## config.mk

```make
export PLATFORM = sky130hd
export DESIGN_NAME = br_param
export DESIGN_NICKNAME = d
export VERILOG_FILES = /design/src/rtl/br_param.sv
export SDC_FILE = /design/constraint.sdc
export NUM_CORES = 1
export LEC_CHECK = 0
export CAP_MARGIN = 5
export CORE_MARGIN = 5
export CORE_UTILIZATION = 45
export CTS_CLUSTER_DIAMETER = 40
export CTS_CLUSTER_SIZE = 24
export DETAILED_ROUTE_END_ITERATION = 10
export GPL_TIMING_DRIVEN = 1
export SLEW_MARGIN = 15
export SYNTH_ARGS = -nofsm -noshare
export SYNTH_HDL_FRONTEND = slang
export SYNTH_SLANG_ARGS = --single-unit
```

## constraint.sdc

```tcl
create_clock -name clk -period 5.4 [get_ports clk]
set_input_delay 1.08 -clock clk [delete_from_list [all_inputs] [get_ports clk]]
set_output_delay 1.08 -clock clk [all_outputs]
set_load 0.02 [all_outputs]
```

## src/rtl/br_param.sv

```systemverilog
// br_param: parametrised register bank with a sequenced clear, write range protection and an optional zero entry.
// Define BR_BYPASS_EN to forward same-cycle write data onto matching read ports.
module br_param #(
  parameter int ANCHO   = 32,
  parameter int PROF    = 16,
  parameter int AW      = 5,
  parameter int CERO_R0 = 1
) (
  input  logic             clk,
  input  logic             rst,
  input  logic [AW-1:0]    RA1,
  input  logic [AW-1:0]    RA2,
  input  logic [AW-1:0]    WA,
  input  logic             WE,
  input  logic [ANCHO-1:0] DW,
  output logic [ANCHO-1:0] DR1,
  output logic [ANCHO-1:0] DR2,
  output logic             LISTO,
  output logic             ERR
);

  localparam int IW = (PROF > 1) ? $clog2(PROF) : 1;
  localparam logic [AW:0]   PROF_W = (AW+1)'(PROF);
  localparam logic [AW-1:0] LAST   = AW'(PROF - 1);

  typedef enum logic {CLEAR, READY} state_t;

  state_t           state, stateNext;
  logic [AW-1:0]    cnt, cntNext;
  logic             errNext;
  logic             wrEn;
  logic [IW-1:0]    wrAddr;
  logic [ANCHO-1:0] wrData;
  logic             waInRange, waLegal;
  logic [ANCHO-1:0] mem [PROF];

  function automatic logic inRange(input logic [AW-1:0] a);
    return {1'b0, a} < PROF_W;
  endfunction

  // An address is a real storage target only if it exists and is not the hardwired zero entry.
  function automatic logic usable(input logic [AW-1:0] a);
    return inRange(a) && !((CERO_R0 != 0) && (a == '0));
  endfunction

  assign waInRange = inRange(WA);
  assign waLegal   = usable(WA);
  assign LISTO     = (state == READY);

  always_ff @(posedge clk) begin
    if (rst) begin
      state <= CLEAR;
      cnt   <= '0;
      ERR   <= 1'b0;
    end else begin
      state <= stateNext;
      cnt   <= cntNext;
      ERR   <= errNext;
    end
  end

  // The clear sequencer and the external write port share one array write path.
  always_comb begin
    stateNext = state;
    cntNext   = cnt;
    errNext   = ERR;
    wrEn      = 1'b0;
    wrAddr    = WA[IW-1:0];
    wrData    = DW;
    case (state)
      CLEAR: begin
        wrEn    = 1'b1;
        wrAddr  = cnt[IW-1:0];
        wrData  = '0;
        cntNext = cnt + 1'b1;
        if (cnt == LAST) stateNext = READY;
      end
      READY: begin
        if (WE) begin
          if (!waInRange) errNext = 1'b1;
          else if (waLegal) wrEn = 1'b1;
        end
      end
      default: stateNext = CLEAR;
    endcase
  end

  always_ff @(posedge clk) begin
    if (!rst && wrEn) mem[wrAddr] <= wrData;
  end

  // Reads are held at zero until the clear sequence has finished.
  always_comb begin
    DR1 = '0;
    DR2 = '0;
    if (state == READY) begin
      if (usable(RA1)) DR1 = mem[RA1[IW-1:0]];
      if (usable(RA2)) DR2 = mem[RA2[IW-1:0]];
`ifdef BR_BYPASS_EN
      if (WE && waLegal && (RA1 == WA)) DR1 = DW;
      if (WE && waLegal && (RA2 == WA)) DR2 = DW;
`endif
    end
  end

endmodule

```

After elaboration in Yosys (flattened, before gate mapping)
Memories as Yosys holds them, arrays and structs flattened. Cells that the tools add are included.

Bits in registers: 7. RAM bits: 512. Output and inout bits: 66. Memories: 1.

Memory list: mem (words 16, width 32, read ports 2, clocked after memory_dff 0, write ports 1, line 35) `logic [ANCHO-1:0] mem [PROF];`.

Add/subtract/negate cells: 1. Magnitude comparators: 3. Equal/unequal tests: 1. Muxes and demuxes: 14. Bitwise operators: 2. Reduce and logical (&&, ||, !) cells: 12.

Operators with widths (count): $mux W32 (5); $logic_not A5 Y1 (3); $lt A5 B5 Y1 const B (3); $mux W1 (7); $add A5 B1 Y5 const B (1); $eq A5 B4 Y1 const B (1); $logic_and A1 B1 Y1 (4); $logic_not A1 Y1 (4); $mux W4 (1); $reduce_and A3 Y1 (1); $not A1 Y1 (2); $pmux W1 S2 (1).

Logic depth before layout (Yosys ltp)
Gate-level depths: netlist of run 1.

Word-level depth: 10. Depth in mapped cells: 6. Depth with buffers taken out: 6.

Worst setup path after synthesis of run 1
OpenSTA, ideal clock, no wires.

Path type: input-to-reg. From: input port WA[0]. To: memory mem[2][0] (enable). Setup time: 0.461 ns. Arrival: 3.771 ns. Slack: 1.168 ns. Stages on the path: 3. Cell sequence: nor3b_1 a32oi_1 nor3_1.

Word-level cells in the longest chain between the ends: 10.

RTL lines: start, declared (line 13) `input logic [AW-1:0] WA,`; branches (longest 10 deep; another with $lt A5 B5 Y1); end, declared (line 35).

Parallel ways; which one is timed is not known.

Worst setup path in the final report of run 1
From: input port RA2[0]. To: output port DR2[1].

Word-level cells in the longest chain between the ends: 5.

RTL lines: start, declared (line 12) `input logic [AW-1:0] RA2,`; branches (longest 3 deep; another with $mem_v2 Z16 W32); $mux W32 * (line 98) `if (usable(RA2)) DR2 = mem[RA2[IW-1:0]];`; $mux W32 * (line 96) `if (state == READY) begin`; end, declared (line 17) `output logic [ANCHO-1:0] DR2,`.

Every way passes the cells marked *.

==> results of run 1 <==
==> stage by stage <==
step | total power, mW | area, um^2
6_report | 9.60 | 28400
5_1_grt | 9.90 | 28400
4_1_cts | 9.68 | 28400
3_5_place_dp | 5.06 | 26000
3_3_place_gp | 5.06 | 26000
2_1_floorplan | 4.90 | 24000
==> kinds of logic (layout without fill, tap and decap cells) <==
logic type      Yosys count  in the layout
compound gates          139            139
xor+xnor                  2              2
fa+ha+maj                 2              2
buf+inv                  98            293
flops                   519            519
mux                     323            323
other cells               0              1
simple gates             79             79
==> worst paths after layout <==
| check | from | cells past startpoint | slack (ns) | to |
|---|---|---|---|---|
| min reg2reg | cnt[4] | 2 | 0.49 | cnt[4] |
| max | RA2[0] | 7 | 0.58 | DR2[1] |
| min | cnt[4] | 2 | 0.49 | cnt[4] |
| max reg2reg | LISTO | 5 | 2.10 | mem[7][17] |
==> cells in the final DEF (no fill, tap or decap), types with 3 or more instances in the layout <==
cell type	n
nor3_2	8
clkinv_1	11
clkinv_2	12
clkinvlp_4	6
buf_12	15
o21ai_1	20
inv_1	4
inv_8	4
buf_4	29
a22oi_1	64
clkinv_4	3
bufinv_16	6
clkbuf_1	4
nor2b_1	3
mux2i_1	66
o21ai_0	44
nor2_1	11
clkbuf_16	73
a31oi_1	3
nor2_4	8
edfxtp_1	512
nor3_1	5
buf_6	4
mux4_2	256
clkdlybuf4s50_1	109
dfxtp_1	6
inv_6	11
and2_1	32
==> sequential cells by signal, indices dropped and copies added, names as in the netlist <==
signal  cells
LISTO       1
ERR         1
cnt         5
mem       512
==> area by class of cell <==
cell class | instances | area [um^2]
fill | 4033 | 24300
sequential | 519 | 15500
timing repair buffer | 157 | 1650
clock inverter | 55 | 527
clock buffer | 77 | 1840
tap | 688 | 861
inverter | 4 | 15.0
multi-input combinational | 545 | 7960
antenna | 1 | 2.50
==> power breakdown <==
group / switching, mW / internal [mW]
Sequential: 0.0202 / 4.42
Clock: 1.82 / 2.80
Combinational: 0.262 / 0.269
Total: 2.11 / 7.49
==> per-layer routing <==
layer | global-route usage (%) | wire length (um)
met2 | 36.8 | 32000
met3 | 3.69 | 4560
met4 | 6.53 | 1360
met5 | 0 | 0
met1 | 30.6 | 25300
==> worst max-delay path: stages <==
cell and delay [ns]:
buf_6 0.30, buf_12 0.35, mux4_2 0.55, a22oi_1 0.51
o21ai_0 0.20, buf_4 0.17, clkdlybuf4s50_1 0.53
==> flow_summary.yaml, run 1 <==
critical_path:
  path_class: "in2out"
  crit_fanout: 33
  end_kind: "output port"
  cp.required_ns: 4.32
  worstPathArrival_ns: 3.74
  cp-start-kind: "input pin"
synth:
  synthTopCellsByCount: "edfxtp_1, mux4_2, mux2i_1, a22oi_1, o21ai_0"
  synth_flop_cell: "edfxtp_1"
  netlist.area_leader.share_pct: 64.1
  synth_edf_count: 512
  async_reset_ff_share_pct: 0
  synthesis.nets: 1214
  synthAdderAreaFrac_pct: 0.104
  synthMuxAreaShare_pct: 26.9
  synthDistinctLibCells: 36
  avgSynthCellArea_um2: 20.6
  synth_compound_area_share_pct: 3.68
  syn-instance-count: 1162
  synth_top_family_by_area: "multiplexers"
  netlist_area_um2: 24000
  synth.largest_area_cell: "edfxtp_1"
  ys_seq_area_share_pct: 64.7
  ys_top_cells_by_area: "edfxtp_1, mux4_2, mux2i_1"
  synth.most_common_cell: "edfxtp_1"
  post_synth_xor_area_fraction_pct: 0.0731
  synth_warnings: 0
  ys_seq_elements: 519
  synth-simple-area-share_pct: 1.95
status:
  outcome: "complete, no violations"
cts:
  cts_max_path_buffers: 3
  numCtsBuffers: 73
  cts.clk_slew.worst_paths_ns: 0.05
  post_cts_buffers: 0
  htreeDepth: 3
  clockRootBuffer: "clkbuf_16"
  cts.sinks: 519
  cts_tree: "done"
  holdBufCountCts: 0
  clkLatencyLatePin_ns: 0.61
  cts_resized: 0
placed_design:
  hpwl_mm: 33.6
  dpl_worst_slack_ns: 0.669
  gp_congestion: 0.729
  io_buffers: 115
  dp_cells: 1913
global_route:
  antenna_found_initial: 0
  grt_pass1_wl_mm: 93.0
  track_usage_pct: 22.1
  globalRoute.totalOverflow: 0
  grt_max_degree: 67
  grt_pass1_vias: 14100
pwr:
  vdd_drop_max_mv: 0.204
  leakagePower_nw: 9.38
  cellPowerDensity_nw_per_um2: 338
sta:
  fin_tns_setup_ns: 0
  fmax_ghz: 0.207
  setup_violations: 0
  post-route-period-util_pct: 89.3
  rsz0062_at_grt: "no"
  final-hold-violation-count: 0
  slew_viol_final: 0
  max_slew_margin_pct: 31.6
  whs_ns: 0.490
  fin_crit_ns: 4.82
  fin_ws_ns: 0.575
  tightest_slew_ns: 1.02
  finClkSkew_ns: 0.0228
detailed_routing:
  dr.pass1.iters: 5
  drt_iter0_drc: 1164
  route.detailed.drc: 0
  viasPerCell: 6.34
  wire_per_inst_um: 30.9
  wl_mm: 63.2
  vias: 13000
  ant_nets: 0
final_layout:
  fin_cells: 2046
  fin_util_pct: 53.9
  syn2layout_area_growth_pct: 18.4
  layout.nets: 1352
  drive_gt1_share_pct: 32.9
die:
  die_h_um: 241
  die_x_um: 241
  initial_core_util_pct: 45.5
  die-area_um2: 58000
  io_pins: 116
  rows: 84
  core_region_area_um2: 52700
min_path:
  hold_class: "reg2reg"
job:
  cap_violations: 0
No activity file was read; power rests on OpenSTA's default activity.
==> run 2: changes to the inputs <==
- GPL_TIMING_DRIVEN: 1 -> not set
- SKIP_CTS_REPAIR_TIMING: not set -> 1
==> results of run 2 <==
The final DEF is identical to that of run 1; final timing and power are the same.
==> run 3: changes to the inputs <==
- CORE_MARGIN: 5 -> not set
==> run 3 against run 2 <==
  * Combinational power barely moved
  * Fmax rose by 1.5%
  * Hold slack got worse by 0.015 ns
  * Count of clock-buffer cells in the layout rose by 7
==> flow_summary.yaml, run 3 (same netlist as run 1, synthesis figures left out) <==
cts:
  clkLatencyLatePin_ns: 0.61
  numCtsBuffers: 77
  clockRootBuffer: "clkbuf_16"
  cts.sinks: 519
  htreeDepth: 3
  cts_max_path_buffers: 3
  cts_tree: "done"
  cts.clk_slew.worst_paths_ns: 0.05
sta:
  final-hold-violation-count: 0
  slew_viol_final: 0
  fin_tns_setup_ns: 0
  post-route-period-util_pct: 88.0
  max_slew_margin_pct: 34.8
  rsz0062_at_grt: "no"
  finClkSkew_ns: 0.0299
  setup_violations: 0
  fin_crit_ns: 4.75
  fin_ws_ns: 0.647
  fmax_ghz: 0.210
  tightest_slew_ns: 0.974
detailed_routing:
  wl_mm: 62.9
  ant_nets: 0
  dr.pass1.iters: 5
  viasPerCell: 6.36
  route.detailed.drc: 0
  drt_iter0_drc: 1235
  vias: 13100
  wire_per_inst_um: 30.6
final_layout:
  largest_register_ffs: 512
  layout.nets: 1356
  drive_gt1_share_pct: 33.6
  syn2layout_area_growth_pct: 19.8
  largestRegisters: "mem: 512 flops, cnt: 5 flops"
  fin_util_pct: 54.6
  final_cell_mix: "edfxtp_1, mux4_2, clkdlybuf4s50_1"
  nFillCells: 4066
  top_register: "mem"
  final_common_cell: "edfxtp_1"
pwr:
  cellPowerDensity_nw_per_um2: 353
  clkPwrFrac_pct: 51.0
  p_sw_mw: 2.13
  p_seq_share_pct: 43.8
  p_int_mw: 8.01
  p_sw_share_pct: 21.0
  leakagePower_nw: 9.53
  vdd_drop_max_mv: 0.235
  p_comb_share_pct: 5.2
status:
  outcome: "complete, no violations"
critical_path:
  cp-start-kind: "input pin"
  crit_fanout: 22
  worstPathArrival_ns: 3.67
  cp.required_ns: 4.32
  path_class: "in2out"
  end_kind: "output port"
die:
  io_pins: 116
  rows: 84
  core_region_area_um2: 52600
  die_h_um: 233
  die-area_um2: 54200
  initial_core_util_pct: 45.6
  die_x_um: 233
global_route:
  track_usage_pct: 24.1
  grt_pass1_wl_mm: 92.2
  antenna_found_initial: 3
  globalRoute.totalOverflow: 0
  grt_max_degree: 105
  grt_pass1_vias: 13800
placed_design:
  dpl_worst_slack_ns: 0.644
  hpwl_mm: 33.3
  io_buffers: 115
  gp_congestion: 0.734
min_path:
  hold_class: "reg2reg"
job:
  cap_violations: 0
run 3: cell types whose count changed in the layout (fill, tap and decap cells not counted), moves of 2 or more:
cell and delta:
bufinv_16 +7, clkbuf_16 +6, clkinv_1 -6, clkinv_2 +3, clkinv_8 -2, clkinvlp_4 +2
inv_8 -3
run 3: worst paths after layout:
path / from / cells after the start / end / slack, ns
setup / recovery: RA1[4] / 4 / DR1[0] / 0.65
hold reg to reg: ERR / 2 / ERR / 0.48
setup reg to reg: LISTO / 6 / mem[7][5] / 1.75
hold / removal: ERR / 2 / ERR / 0.48
run 3: per-stage QoR:
step | std cells | power, mW | hold WS (ns) | area, um^2
final | 2054 | 10.1 | 0.475 | 28700
after floorplan | 1162 | 4.90 | 0.454 | 24000
after CTS | 2053 | 10.2 | 0.478 | 28700
after global routing | 2053 | 10.4 | 0.535 | 28700
after global placement | 1913 | 5.06 | 0.460 | 26000
after detailed placement | 1913 | 5.06 | 0.463 | 26000
run 3: area by class of cell:
| cell class | instances | area [um^2] | share of cell area (%) |
|---|---|---|---|
| flip-flops and latches | 519 | 15500 | 54.0 |
| multi-input cells | 545 | 7960 | 27.7 |
| clock buffers | 84 | 2000 | 6.95 |
| repair buffers | 157 | 1670 | 5.81 |
| well taps | 688 | 861 | 3.00 |
| clock inverters | 56 | 689 | 2.40 |
| inverters | 4 | 15.0 | 0.0523 |
| diodes | 1 | 2.50 | 0.00872 |
run 3: critical path, stage by stage:
cell and delay, ns:
clkdlybuf4s50_1 0.49, or4b_4 0.79, o21ai_0 0.58, clkdlybuf4s50_1 0.71
run 3: power groups by stage:
stage	Clock (mW)	Sequential, mW	Combinational [mW]
6_report	5.17	4.44	0.529
3_3_place_gp	0	4.52	0.539
5_1_grt	5.40	4.44	0.565
2_1_floorplan	0	4.52	0.383
4_1_cts	5.25	4.44	0.538
3_5_place_dp	0	4.52	0.537
run 3: per-layer routing:
| metal | GRT usage [%] | routed length [um] |
|---|---|---|
| met1 | 34.2 | 26300 |
| met5 | 0 | 0 |
| met3 | 4.90 | 5050 |
| met4 | 7.95 | 1400 |
| met2 | 37.6 | 30100 |
